`src/rtl/disp_scan_ctrl.sv`:
```
// -----------------------------------------------------------------------------
// disp_scan_ctrl
//
// Time-multiplexed scan controller for a bank of seven-segment digits that
// share one hex-to-segment decoder. Each digit is lit for DIV clock cycles,
// one at a time, from digit 0 (rightmost) up to digit DIGITS-1. New display
// values are taken through a one-deep shadow register and only moved into the
// displayed (active) value at the end of a full frame, so a frame never shows
// a mix of old and new digits.
//
// Ports
//   clk         sole clock, rising edge
//   reset       synchronous, active-high
//   load_valid  requester offers a new display value
//   load_ready  high while the shadow register is free (no value pending)
//   value       4*DIGITS-bit hex value, nibble k shown on digit k
//   blank_lz    enables leading-zero blanking (applied combinationally)
//   dig_sel     nibble for the shared hex-to-segment decoder
//   an          active-low digit enables, at most one bit low
//   frame_done  one-cycle pulse in the last cycle of the last digit's slot
// -----------------------------------------------------------------------------
module disp_scan_ctrl #(
    parameter int DIGITS = 8,
    parameter int DIV    = 50000
) (
    input  logic                  clk,
    input  logic                  reset,
    input  logic                  load_valid,
    output logic                  load_ready,
    input  logic [4*DIGITS-1:0]   value,
    input  logic                  blank_lz,
    output logic [3:0]            dig_sel,
    output logic [DIGITS-1:0]     an,
    output logic                  frame_done
);

    // With DIV=1 the divider degenerates to a single bit that stays at zero,
    // so every cycle is a tick.
    localparam int CW = (DIV > 1) ? $clog2(DIV) : 1;
    localparam int IW = $clog2(DIGITS);

    localparam logic [CW-1:0]     CNT_LAST = CW'(DIV - 1);
    localparam logic [IW-1:0]     IDX_LAST = IW'(DIGITS - 1);
    localparam logic [DIGITS-1:0] ONE_HOT0 = DIGITS'(1);

    logic [CW-1:0]         cnt_reg,    cnt_next;
    logic [IW-1:0]         idx_reg,    idx_next;
    logic [4*DIGITS-1:0]   active_reg, active_next;
    logic [4*DIGITS-1:0]   shadow_reg, shadow_next;
    logic                  pend_reg,   pend_next;

    logic                  tick;
    logic                  frame_wrap;
    logic                  load_accept;
    logic [DIGITS-1:0]     upper_zero;
    logic                  blank;

    assign tick        = (cnt_reg == CNT_LAST);
    assign frame_wrap  = tick && (idx_reg == IDX_LAST);
    assign load_ready  = ~pend_reg;
    assign load_accept = load_valid && ~pend_reg;

    // -------------------------------------------------------------------------
    // Next-state logic
    // -------------------------------------------------------------------------
    always_comb begin
        cnt_next    = cnt_reg;
        idx_next    = idx_reg;
        active_next = active_reg;
        shadow_next = shadow_reg;
        pend_next   = pend_reg;

        if (tick) begin
            cnt_next = '0;
            if (idx_reg == IDX_LAST) begin
                idx_next = '0;
            end else begin
                idx_next = idx_reg + 1'b1;
            end
        end else begin
            cnt_next = cnt_reg + 1'b1;
        end

        // Pending value is promoted only at the frame boundary, so it first
        // shows up on digit 0 of the next frame.
        if (frame_wrap && pend_reg) begin
            active_next = shadow_reg;
            pend_next   = 1'b0;
        end

        // A load needs pend clear, so it can never collide with the promotion
        // above; a load in the wrap cycle waits for the following wrap.
        if (load_accept) begin
            shadow_next = value;
            pend_next   = 1'b1;
        end
    end

    always_ff @(posedge clk) begin
        if (reset) begin
            cnt_reg    <= '0;
            idx_reg    <= '0;
            active_reg <= '0;
            shadow_reg <= '0;
            pend_reg   <= 1'b0;
        end else begin
            cnt_reg    <= cnt_next;
            idx_reg    <= idx_next;
            active_reg <= active_next;
            shadow_reg <= shadow_next;
            pend_reg   <= pend_next;
        end
    end

    // -------------------------------------------------------------------------
    // Leading-zero detection: upper_zero[k] is set when nibbles k..DIGITS-1 of
    // the displayed value are all zero.
    // -------------------------------------------------------------------------
    generate
        for (genvar gi = 0; gi < DIGITS; gi++) begin : g_upper_zero
            assign upper_zero[gi] = ~|active_reg[4*DIGITS-1:4*gi];
        end
    endgenerate

    // Digit 0 is never blanked so an all-zero value still shows a single "0".
    assign blank = blank_lz && (idx_reg != '0) && upper_zero[idx_reg];

    // -------------------------------------------------------------------------
    // Outputs, straight from registered state (no extra pipeline stage)
    // -------------------------------------------------------------------------
    assign dig_sel    = active_reg[4*idx_reg +: 4];
    assign an         = blank ? '1 : ~(ONE_HOT0 << idx_reg);
    assign frame_done = frame_wrap;

endmodule
```
`config.mk`:
```
export PLATFORM = sky130hd
export DESIGN_NAME = disp_scan_ctrl
export DESIGN_NICKNAME = d
export VERILOG_FILES = /design/src/rtl/disp_scan_ctrl.sv
export SDC_FILE = /design/constraint.sdc
export NUM_CORES = 1
export LEC_CHECK = 0
export ABC_CLOCK_PERIOD_IN_PS = 2700
export BUFFER_PORTS_ARGS = -buffer_cell sky130_fd_sc_hd__buf_2
export CAP_MARGIN = 20
export CORE_MARGIN = 10
export CORE_UTILIZATION = 45
export DETAILED_ROUTE_END_ITERATION = 10
export HOLD_SLACK_MARGIN = 0.05
export PLACE_DENSITY_LB_ADDON = 0.15
export SLEW_MARGIN = 20
export SYNTH_ARGS = -nofsm -noshare
export SYNTH_HDL_FRONTEND = slang
export SYNTH_SLANG_ARGS = --single-unit
export TNS_END_PERCENT = 100
```
`constraint.sdc`:
```
create_clock -name clk -period 2.7 [get_ports clk]
set_clock_uncertainty 0.1 [all_clocks]
set_input_delay 0.405 -clock clk [delete_from_list [all_inputs] [get_ports clk]]
set_output_delay 0.405 -clock clk [all_outputs]
set_load 0.02 [all_outputs]
```
After elaboration in Yosys (flattened, before gate mapping)
Index checks and enable logic that the tools add are counted.

cells by class
  shift operators = 2
  $lt $le $gt $ge = 1
  reduce and logical (&&, ||, !) cells = 24
  bitwise gates (word level) = 2
  equality and inequality tests = 2
  multiplexer cells = 6
  add/subtract/negate cells = 2

operators with widths
  kind                                                                  count
  32-bit OR reduction                                                   1
  32-bit by 6-bit indexed part select with 4-bit output                 1
  28-bit OR reduction                                                   1
  24-bit OR reduction                                                   1
  20-bit OR reduction                                                   1
  16-bit by 1-bit adder with 16-bit output, second input constant       1
  16-bit equality test, second input constant                           1
  16-bit OR reduction                                                   1
  12-bit OR reduction                                                   1
  1-bit zero test                                                       8
  8-bit 2-to-1 mux                                                      1
  8-bit NOT                                                             1
  8-bit OR reduction                                                    1
  1-bit by 3-bit left shift with 8-bit output, first input constant     1
  1-bit logical AND                                                     5
  3-bit by 4-bit < comparator with 1-bit output, second input constant  1
  4-bit OR reduction                                                    1
  3-bit by 1-bit adder with 3-bit output, second input constant         1
  1-bit binary-select mux with 3-bit select                             1
  3-bit equality test, second input constant                            1
  1-bit 2-to-1 mux                                                      3
  3-bit 2-to-1 mux                                                      1
  3-bit nonzero test                                                    1
  2-bit nonzero test                                                    1
  2 further kinds                                                       2

storage, ports and cells
  register bits = 84
  output and inout bits = 14
  logic and storage cells = 44

Longest topological paths before layout
Gate-level depths: netlist (run 1).

  word-level depth = 6
  mapped depth = 9
  depth with buffers taken out = 6

Worst setup path after synthesis (run 1)
No wires, ideal clock.

  kind = flip-flop to output port
  start = register idx_reg[0]
  end = output port an[1]
  cell stages (with the launch flop) = 7
  path buffers = 1
  setup slack = 0.552 ns
  arrival time = 1.643 ns
  path through = dfxtp_1 buf_2 inv_1 ha_1 nand2_1 o2111ai_1 nand3_1

on the way
  longest elaborated chain between the ends = 4
  elaborated cells on any way between the ends = 8

RTL lines
  what                                                                             line  RTL
  start: declaration                                                               47    logic [IW-1:0] idx_reg, idx_next;
  start signal: assignment                                                         108   idx_reg <= idx_next;
  1-bit binary-select mux with 3-bit select or 3-bit nonzero test (tied branches)  126   assign blank = blank_lz && (idx_reg != '0) && upper_zero[idx_reg];
  1-bit 2-to-1 mux (implied by the code) or 1-bit logical AND (tied branches)      126
  1-bit logical AND                                                                126
  8-bit 2-to-1 mux (*)                                                             132   assign an = blank ? '1 : ~(ONE_HOT0 << idx_reg);
  end: declaration                                                                 33    output logic [DIGITS-1:0] an,

Every way passes the cells marked *; elsewhere a longest branch is shown, timed or not. The select of a mux whose other input is x is not followed.

Worst setup path in the final report (run 1)
  start = register active_reg[4]
  end = output port an[3]

on the way
  longest elaborated chain between the ends = 6
  elaborated cells on any way between the ends = 8

RTL lines
  what                                                        line  RTL
  start: declaration                                          48    logic [4*DIGITS-1:0] active_reg, active_next;
  start signal: assignment                                    109   active_reg <= active_next;
  32-bit OR reduction or 28-bit OR reduction (tied branches)  121   assign upper_zero[gi] = ~|active_reg[4*DIGITS-1:4*gi];
  1-bit zero test                                             121
  1-bit binary-select mux with 3-bit select (*)               126
  1-bit 2-to-1 mux (implied by the code) (*)                  126
  1-bit logical AND (*)                                       126
  8-bit 2-to-1 mux (*)                                        132

Marks and branches as above.

==> qor.csv, run 1 <==
metric;value;unit
sequential fraction of design power;0.598;
first-pass iteration count of the detailed router;4;
Area contributors post-synth;dfxtp_1 (47%), nand2_1 (16%), a21oi_1 (9.3%);
max-slew violations;0;
worst hold slack;181;ps
worst path arrival time;2060;ps
Post-Route WL;8.23;mm
post-route cell area;4090;um2
first-pass GRT wire length;13.7;mm
Fin. Hold Viols;0;
Reg clk slew, reported paths;80;ps
vias in the first global route;2857;
Hold Crit Class;input pin to flop;
commonest cells in the netlist;nand2_1 (153), dfxtp_1 (84), a21oi_1 (66);
Iter 0 DRT Violations;130;
total grt overflow;0;
Core Util, Final;0.532;
Worst setup EP type;output port;
Power Internal;1650;uW
most common cell in the synthesized netlist;nand2_1;
Worst R2R Path Depth;7;
leakage power;0.00154;uW
WL per Instance;14.0;um
WHS Path Cells;3;
GP Congestion;0.845;
VDD IR max;0.000280;V
cell count along the critical path;6;
HPWL after detailed placement;6.03;mm
CP startpoint kind;flop;
DRT antenna net count;0;
layout cells sized above 1;0.188;
Net Sw Power;508;uW
number of buffers added on ports;49;
Rel. slew slack;0.606;
Slowest cell on crit path;nor4_2;
area growth from synthesis to layout;15.2;%
Final Cycle Share;0.949;
Ant. Diodes;0;
outcome;complete, no violations;
clock tree buffer depth;2;
Synth top area share;0.474;
Starting Density;0.462;
CP required;2190;ps
total of max-cap violations;0;
Worst-Margin Slew;590;ps
Synth Flop Type;dfxtp_1;
clk root buf;clkbuf_8;
fill cell count;769;
Yosys Warn Count;0;
largest net degree at the start of global routing;51;
flops & latches, synth;84;
Nets;523;
Clk pwr share;0.349;
DRC viols;0;
crit-path max cell delay;350;ps
total power;2150;uW
die area;11800;um2
Cell Area, Synth;3550;um2
synthesized area per cell;8.12;um2
Die Y;109;um
Cell variety after synth;30;
Clk Latency, worst-skew pair;360;ps
combinational group share of total power;0.054;
Max Clock Freq;390;MHz
TritonCTS clock tree;yes;
largest area contributor in the netlist;dfxtp_1;
Final Critical Period;2560;ps
clk sinks;84;
cells after synthesis;437;
initial antenna violation count;0;
CTS Hold Bufs;0;
number of flops mapped to enable cells by yosys;0;
Core ar.;7690;um2
crit path max fanout;4;
Placed Area;3870;um2
CP bufs+invs;1;
overall routing resource usage;0.143;
Async SR Flop Fraction;0;
power density cells;527;nW/um2
Crit path max-delay family;compound AO/OA/AOI/OAI gates;
Vias/cell;5.05;
CTS HTree Levels;3;
critical path cell sequence;nor4_2 > o211ai_1 > a211oi_1 > o2111ai_2 > nand2_1 > buf_2;
Seq/Total Area, Yosys;0.474;
WS Path Type;flop to output port;
# rows;32;
cts bufs inserted;9;
final setup violation count;0;
via count;2962;
Ports;50;
die width;109;um
Synthesized Nets;480;
switching share of power;0.236;
## worst paths after layout
path | from | endpoint | slack (ps)
setup / recovery | active_reg[4]$_SDFFE_PP0P_ | an[3] | 140
hold / removal | value[7] | shadow_reg[7]$_SDFFE_PP0P_ | 180
setup reg to reg | idx_reg[1]$_SDFFE_PP0N_ | active_reg[21]$_SDFFE_PP0P_ | 460
hold reg to reg | shadow_reg[2]$_SDFFE_PP0P_ | active_reg[2]$_SDFFE_PP0P_ | 350
## power by group through the flow
stage | sequential (uW) | combinational, uW | clock (uW)
after global placement | 1320 | 116 | 0
after floorplan | 1310 | 72.6 | 0
after detailed placement | 1320 | 118 | 0
after global routing | 1290 | 135 | 843
after CTS | 1290 | 119 | 785
final | 1290 | 116 | 751
## metrics by stage
step	TNS, ps	setup WS (ps)	std cells
floorplan	0	552	437
global placement	0	520	571
detailed placement	0	451	571
CTS	0	48.1	586
global route	-6.04	-6.04	586
finish	0	138	586
## layer usage
metal / vias up / track usage / part of all wire
met4: 0 / 0.0424 / 0.0086
met3: 7 / 0.0507 / 0.054
met1: 1351 / 0.181 / 0.46
met5: - / 0 / 0
met2: 61 / 0.225 / 0.48
li1: 1543 / - / -
## cell usage in the layout, fill, tap and decap left out, drive strengths merged
| master | instances |
|---|---|
| nand4 | 4 |
| xor2 | 8 |
| o211ai | 4 |
| nor3 | 2 |
| ha | 7 |
| or4b | 1 |
| a211oi | 2 |
| o2111ai | 1 |
| buf | 60 |
| nor4 | 10 |
| nor2 | 25 |
| clkinv | 5 |
| and3 | 3 |
| mux2i | 1 |
| mux4 | 8 |
| and2b | 1 |
| dfxtp | 84 |
| nand2 | 153 |
| and4 | 2 |
| nor4b | 1 |
| clkbuf | 11 |
| inv | 6 |
| nor2b | 1 |
| a21oi | 66 |
| nand3 | 10 |
| nand2b | 1 |
| xnor2 | 6 |
| or2 | 1 |
## final cells by class
cell class,instances,area (um2),area share
inverters,7,26.3,0.00643
multi-input cells,318,1770,0.432
clock buffers,11,131,0.0321
repair buffers,60,328,0.0802
clock inverters,4,27.5,0.00673
flip-flops and latches,84,1680,0.411
well taps,102,128,0.0312
## cells by family after synthesis
kind of cell / after synthesis / synth area share
AO/OA/AOI/OAI: 73 / 0.108
XOR/XNOR: 14 / 0.0346
adder cells (fa/ha/maj): 7 / 0.0247
buffers and inverters: 35 / 0.0462
flip-flops: 84 / 0.474
multiplexers: 9 / 0.0536
AND/OR/NAND/NOR: 215 / 0.259
## worst register-to-register path, stage by stage, from the launching register on
cell	delay, ps
dfxtp_1	550
ha_1	250
ha_1	190
inv_1	80
or4b_1	490
buf_4	250
nand2_1	130
a21oi_1	70
## timing repair
| item | CTS | global route |
|---|---|---|
| buffers inserted | 0 | 0 |
| gates resized for setup | 0 | 9 |
| setup endpoints to repair | 0 | 4 |
Note: power is estimated with default switching activity, not from simulation.
==> inputs of run 2 (changes only) <==
PLACE_DENSITY_LB_ADDON = 0.05   (was 0.15)
==> run 2 against run 1 <==
Maximum frequency rose by 3.4%. Via count fell by 0.61%. Worst hold slack improved by 2.6 ps. Sequential share of layout area rose by 0.14 points. Non-clock buffer count fell by 1. Sequential power barely moved. Setup slack improved by 84 ps. Utilization fell by 0.18 points. Die area did not move. Flip-flop and latch count did not move. Clock power rose by 16%. First-iteration DRC count fell by 46%. Critical path type unchanged. Largest power group unchanged. Highest routed layer unchanged.
==> qor.csv, run 2 (synthesized netlist as in run 1, its figures left out) <==
metric;value;unit
Die Y;109;um
Crit path max-delay family;compound AO/OA/AOI/OAI gates;
cts bufs inserted;9;
CP bufs+invs;1;
WL per Instance;13.8;um
crit path max fanout;4;
WHS Path Cells;3;
leakage power;0.00153;uW
clk root buf;clkbuf_8;
Clk Latency, worst-skew pair;350;ps
Ports;50;
die width;109;um
Final Cycle Share;0.918;
Starting Density;0.462;
Core ar.;7690;um2
overall routing resource usage;0.142;
Worst R2R Path Depth;7;
critical path cell sequence;nor4_2 > o211ai_1 > a211oi_1 > o2111ai_1 > nand3_1 > buf_2;
post-CTS setup buffer count;0;
final setup violation count;0;
Power Internal;1760;uW
first-pass GRT wire length;13.6;mm
via count;2944;
Slowest cell on crit path;dfxtp_1;
outcome;complete, no violations;
CTS HTree Levels;3;
VDD IR max;0.000328;V
HPWL after detailed placement;5.86;mm
worst path arrival time;1970;ps
largest net degree at the start of global routing;70;
CTS Hold Bufs;0;
# rows;32;
DRC viols;0;
Hold Crit Class;input pin to flop;
layout cells sized above 1;0.183;
Rel. slew slack;0.521;
PostCTS Resize Cnt;0;
most frequent cells in the layout;nand2_1 (153), dfxtp_1 (84), a21oi_1 (66);
cell count along the critical path;6;
clock tree buffer depth;2;
first-pass iteration count of the detailed router;4;
total grt overflow;0;
TritonCTS clock tree;yes;
crit-path max cell delay;350;ps
initial antenna violation count;0;
Net Sw Power;514;uW
unrepaired setup endpoints after global routing;no;
GP Congestion;0.882;
number of buffers added on ports;49;
Reg clk slew, reported paths;80;ps
CP startpoint kind;flop;
switching share of power;0.226;
Max Clock Freq;404;MHz
Iter 0 DRT Violations;70;
power density cells;558;nW/um2
Post-Route WL;8.05;mm
die area;11800;um2
CP required;2190;ps
Clk pwr share;0.383;
max-slew violations;0;
DRT antenna net count;0;
vias in the first global route;2905;
Final Critical Period;2480;ps
WS Path Type;flop to output port;
Fin. Hold Viols;0;
sequential fraction of design power;0.567;
combinational group share of total power;0.050;
Nets;522;
Vias/cell;5.04;
Ant. Diodes;0;
Worst setup EP type;output port;
area growth from synthesis to layout;14.8;%
total power;2270;uW
TNS Setup;0;ps
total of max-cap violations;0;
clk sinks;84;
Worst-Margin Slew;718;ps
commonest non-fill, non-tap cell in the layout;nand2_1;
run 2: worst paths after layout:
kind	start	end	slack [ps]
worst max-delay path	active_reg[8]$_SDFFE_PP0P_	an[1]	220
worst min-delay path	value[28]	shadow_reg[28]$_SDFFE_PP0P_	180
worst max register to register	cnt_reg[0]$_SDFF_PP0_	active_reg[17]$_SDFFE_PP0P_	510
worst min register to register	shadow_reg[13]$_SDFFE_PP0P_	active_reg[13]$_SDFFE_PP0P_	360
run 2: tightest hold or removal path, cell delays in order:
cell     delay, ps
buf_2           90
nand2_1         40
a21oi_1         50
run 2: cell type report:
cell class | count | area [um2]
multi-input cells | 318 | 1730
well taps | 102 | 128
repair buffers | 59 | 320
clock buffers | 10 | 138
inverters | 7 | 26.3
clock inverters | 4 | 51.3
flip-flops and latches | 84 | 1680
fillers | 756 | 3610
run 2: through the flow:
step,hold WS (ps),utilization,cells,setup slack [ps],cell area [um2]
final,183,0.530,584,222,4080
after global routing,177,0.530,584,11.7,4080
after CTS,172,0.527,584,124,4050
after detailed placement,348,0.502,570,514,3860
after global placement,342,0.502,570,458,3860
after floorplan,326,-,437,552,3550
run 2: metal layers:
metal	track usage	wire length, um	vias up
li1	-	-	1535
met1	0.181	3810	1351
met2	0.227	3790	50
met3	0.0307	318	8
met4	0.0631	125	0
met5	0	0	-
run 2: power by group through the flow:
stage | combinational [uW] | sequential (uW) | clock, uW
detailed placement | 117 | 1320 | 0
global route | 133 | 1290 | 943
finish | 115 | 1290 | 870
global placement | 115 | 1320 | 0
floorplan | 72.6 | 1310 | 0
CTS | 118 | 1290 | 892
==> inputs of run 3 (changes only) <==
CORE_UTILIZATION = 37   (was 45)
==> run 3 against run 2 <==
Utilization shrank 8.1 points. Sequential share of layout area shrank 0.89 points. Combinational power is essentially flat. First-iteration DRC count grew 29%. Count of clock-buffer cells in the layout grew 2. Clock power grew 12%. Setup slack lost 5.9 ps. Largest cell class unchanged. Highest routed layer unchanged. Critical endpoint unchanged.
==> qor.csv, run 3 (synthesized netlist as in run 1, its figures left out) <==
metric;value;unit
outcome;complete, no violations;
non-filler cells, final;613;
TritonCTS clock tree;yes;
total power;2380;uW
area growth from synthesis to layout;17.4;%
critical path cell sequence;nor4_2 > nand3_1 > o211ai_1 > o2111ai_1 > nand3_1 > buf_2;
Core ar.;9280;um2
Starting Density;0.382;
CP startpoint kind;flop;
Post-Route WL;8.45;mm
Hold Crit Class;input pin to flop;
initial antenna violation count;0;
cts bufs inserted;9;
layout cells sized above 1;0.184;
Ports;50;
Iter 0 DRT Violations;90;
DRT antenna net count;0;
worst path arrival time;1980;ps
Max Clock Freq;403;MHz
overall routing resource usage;0.122;
clk sinks;84;
clock tree buffer depth;2;
Worst setup EP type;output port;
CTS HTree Levels;3;
Nets;522;
final setup violation count;0;
Rel. slew slack;0.519;
CTS Hold Bufs;0;
Final WS setup;216;ps
first-pass iteration count of the detailed router;4;
most frequent CP cell;nand3_1;
commonest non-fill, non-tap cell in the layout;nand2_1;
Final Critical Period;2480;ps
Slowest cell on crit path;dfxtp_1;
total grt overflow;0;
die width;118;um
leakage power;0.00155;uW
Die Y;118;um
vias in the first global route;2918;
most frequent cells in the layout;nand2_1 (153), dfxtp_1 (84), a21oi_1 (66);
VDD IR max;0.000211;V
Worst-Margin Slew;721;ps
clk root buf;clkbuf_8;
WL per Instance;13.8;um
number of buffers added on ports;49;
Fin. Hold Viols;0;
largest net degree at the start of global routing;70;
crit path max fanout;4;
Reg clk slew, reported paths;80;ps
crit-path max cell delay;360;ps
Ant. Diodes;0;
fill cell count;995;
GP Congestion;0.897;
Placed Instances;597;
DRC viols;0;
total of max-cap violations;0;
die area;13900;um2
dpl ws;484;ps
# rows;35;
CP required;2190;ps
first-pass GRT wire length;14.1;mm
WS Path Type;flop to output port;
Vias/cell;4.85;
power density cells;571;nW/um2
Final Cycle Share;0.920;
Clk Latency, worst-skew pair;350;ps
max-slew violations;0;
via count;2975;
HPWL after detailed placement;6.14;mm
run 3: changes by cell type in the layout (fill, tap and decap cells not counted):
cell / delta
buf_4: -1
buf_12: +1
bufinv_16: +1
clkinv_4: -1
nor4_4: +1
nor4_1: -1
clkbuf_1: +2
run 3: final cells by class:
type	count	area (um2)	area share
clock inverters	4	72.6	0.0174
repair buffers	59	333	0.0799
multi-input cells	318	1750	0.419
inverters	7	26.3	0.00631
flip-flops and latches	84	1680	0.404
clock buffers	12	145	0.0348
well taps	129	161	0.0388
run 3: worst paths after layout:
kind | from | slack (ps) | to | depth (start not counted)
setup / recovery | active_reg[28]$_SDFFE_PP0P_ | 220 | an[1] | 6
hold / removal | value[26] | 180 | shadow_reg[26]$_SDFFE_PP0P_ | 3
setup reg to reg | cnt_reg[0]$_SDFF_PP0_ | 500 | active_reg[4]$_SDFFE_PP0P_ | 7
hold reg to reg | shadow_reg[21]$_SDFFE_PP0P_ | 360 | shadow_reg[21]$_SDFFE_PP0P_ | 2
run 3: power breakdown:
part | internal [uW] | total (uW) | leakage (uW) | switching (uW)
Combinational | 48.3 | 118 | 0.000765 | 69.3
Clock | 546 | 974 | 0.000107 | 428
Sequential | 1270 | 1290 | 0.000682 | 17.8
Total | 1860 | 2380 | 0.00155 | 515
run 3: routing by layer:
metal	track usage	share of wire
met1	0.149	0.48
met2	0.195	0.47
met3	0.0345	0.029
met4	0.0518	0.022
met5	0	0
run 3: worst max-delay path: cells and delay by family, from the launching register on:
kind,cells,cell delay (ps)
AOI/OAI and AO/OA,2,480
DFF,1,360
and+or+nand+nor,3,620
buffers and inverters,1,170
run 3: timing repair:
action / CTS / global route
gates resized for setup: 0 / 6
buffers inserted: 0 / 0
endpoints found under the setup margin: 0 / 4
run 3: metrics by stage:
| step | util | area (um2) | setup TNS, ps | hold WS [ps] |
|---|---|---|---|---|
| 4_1_cts | 0.444 | 4130 | 0 | 159 |
| 3_5_place_dp | 0.421 | 3910 | 0 | 348 |
| 2_1_floorplan | - | 3550 | 0 | 326 |
| 5_1_grt | 0.449 | 4170 | -0.710 | 158 |
| 6_report | 0.449 | 4170 | 0 | 185 |
| 3_3_place_gp | 0.421 | 3910 | 0 | 340 |
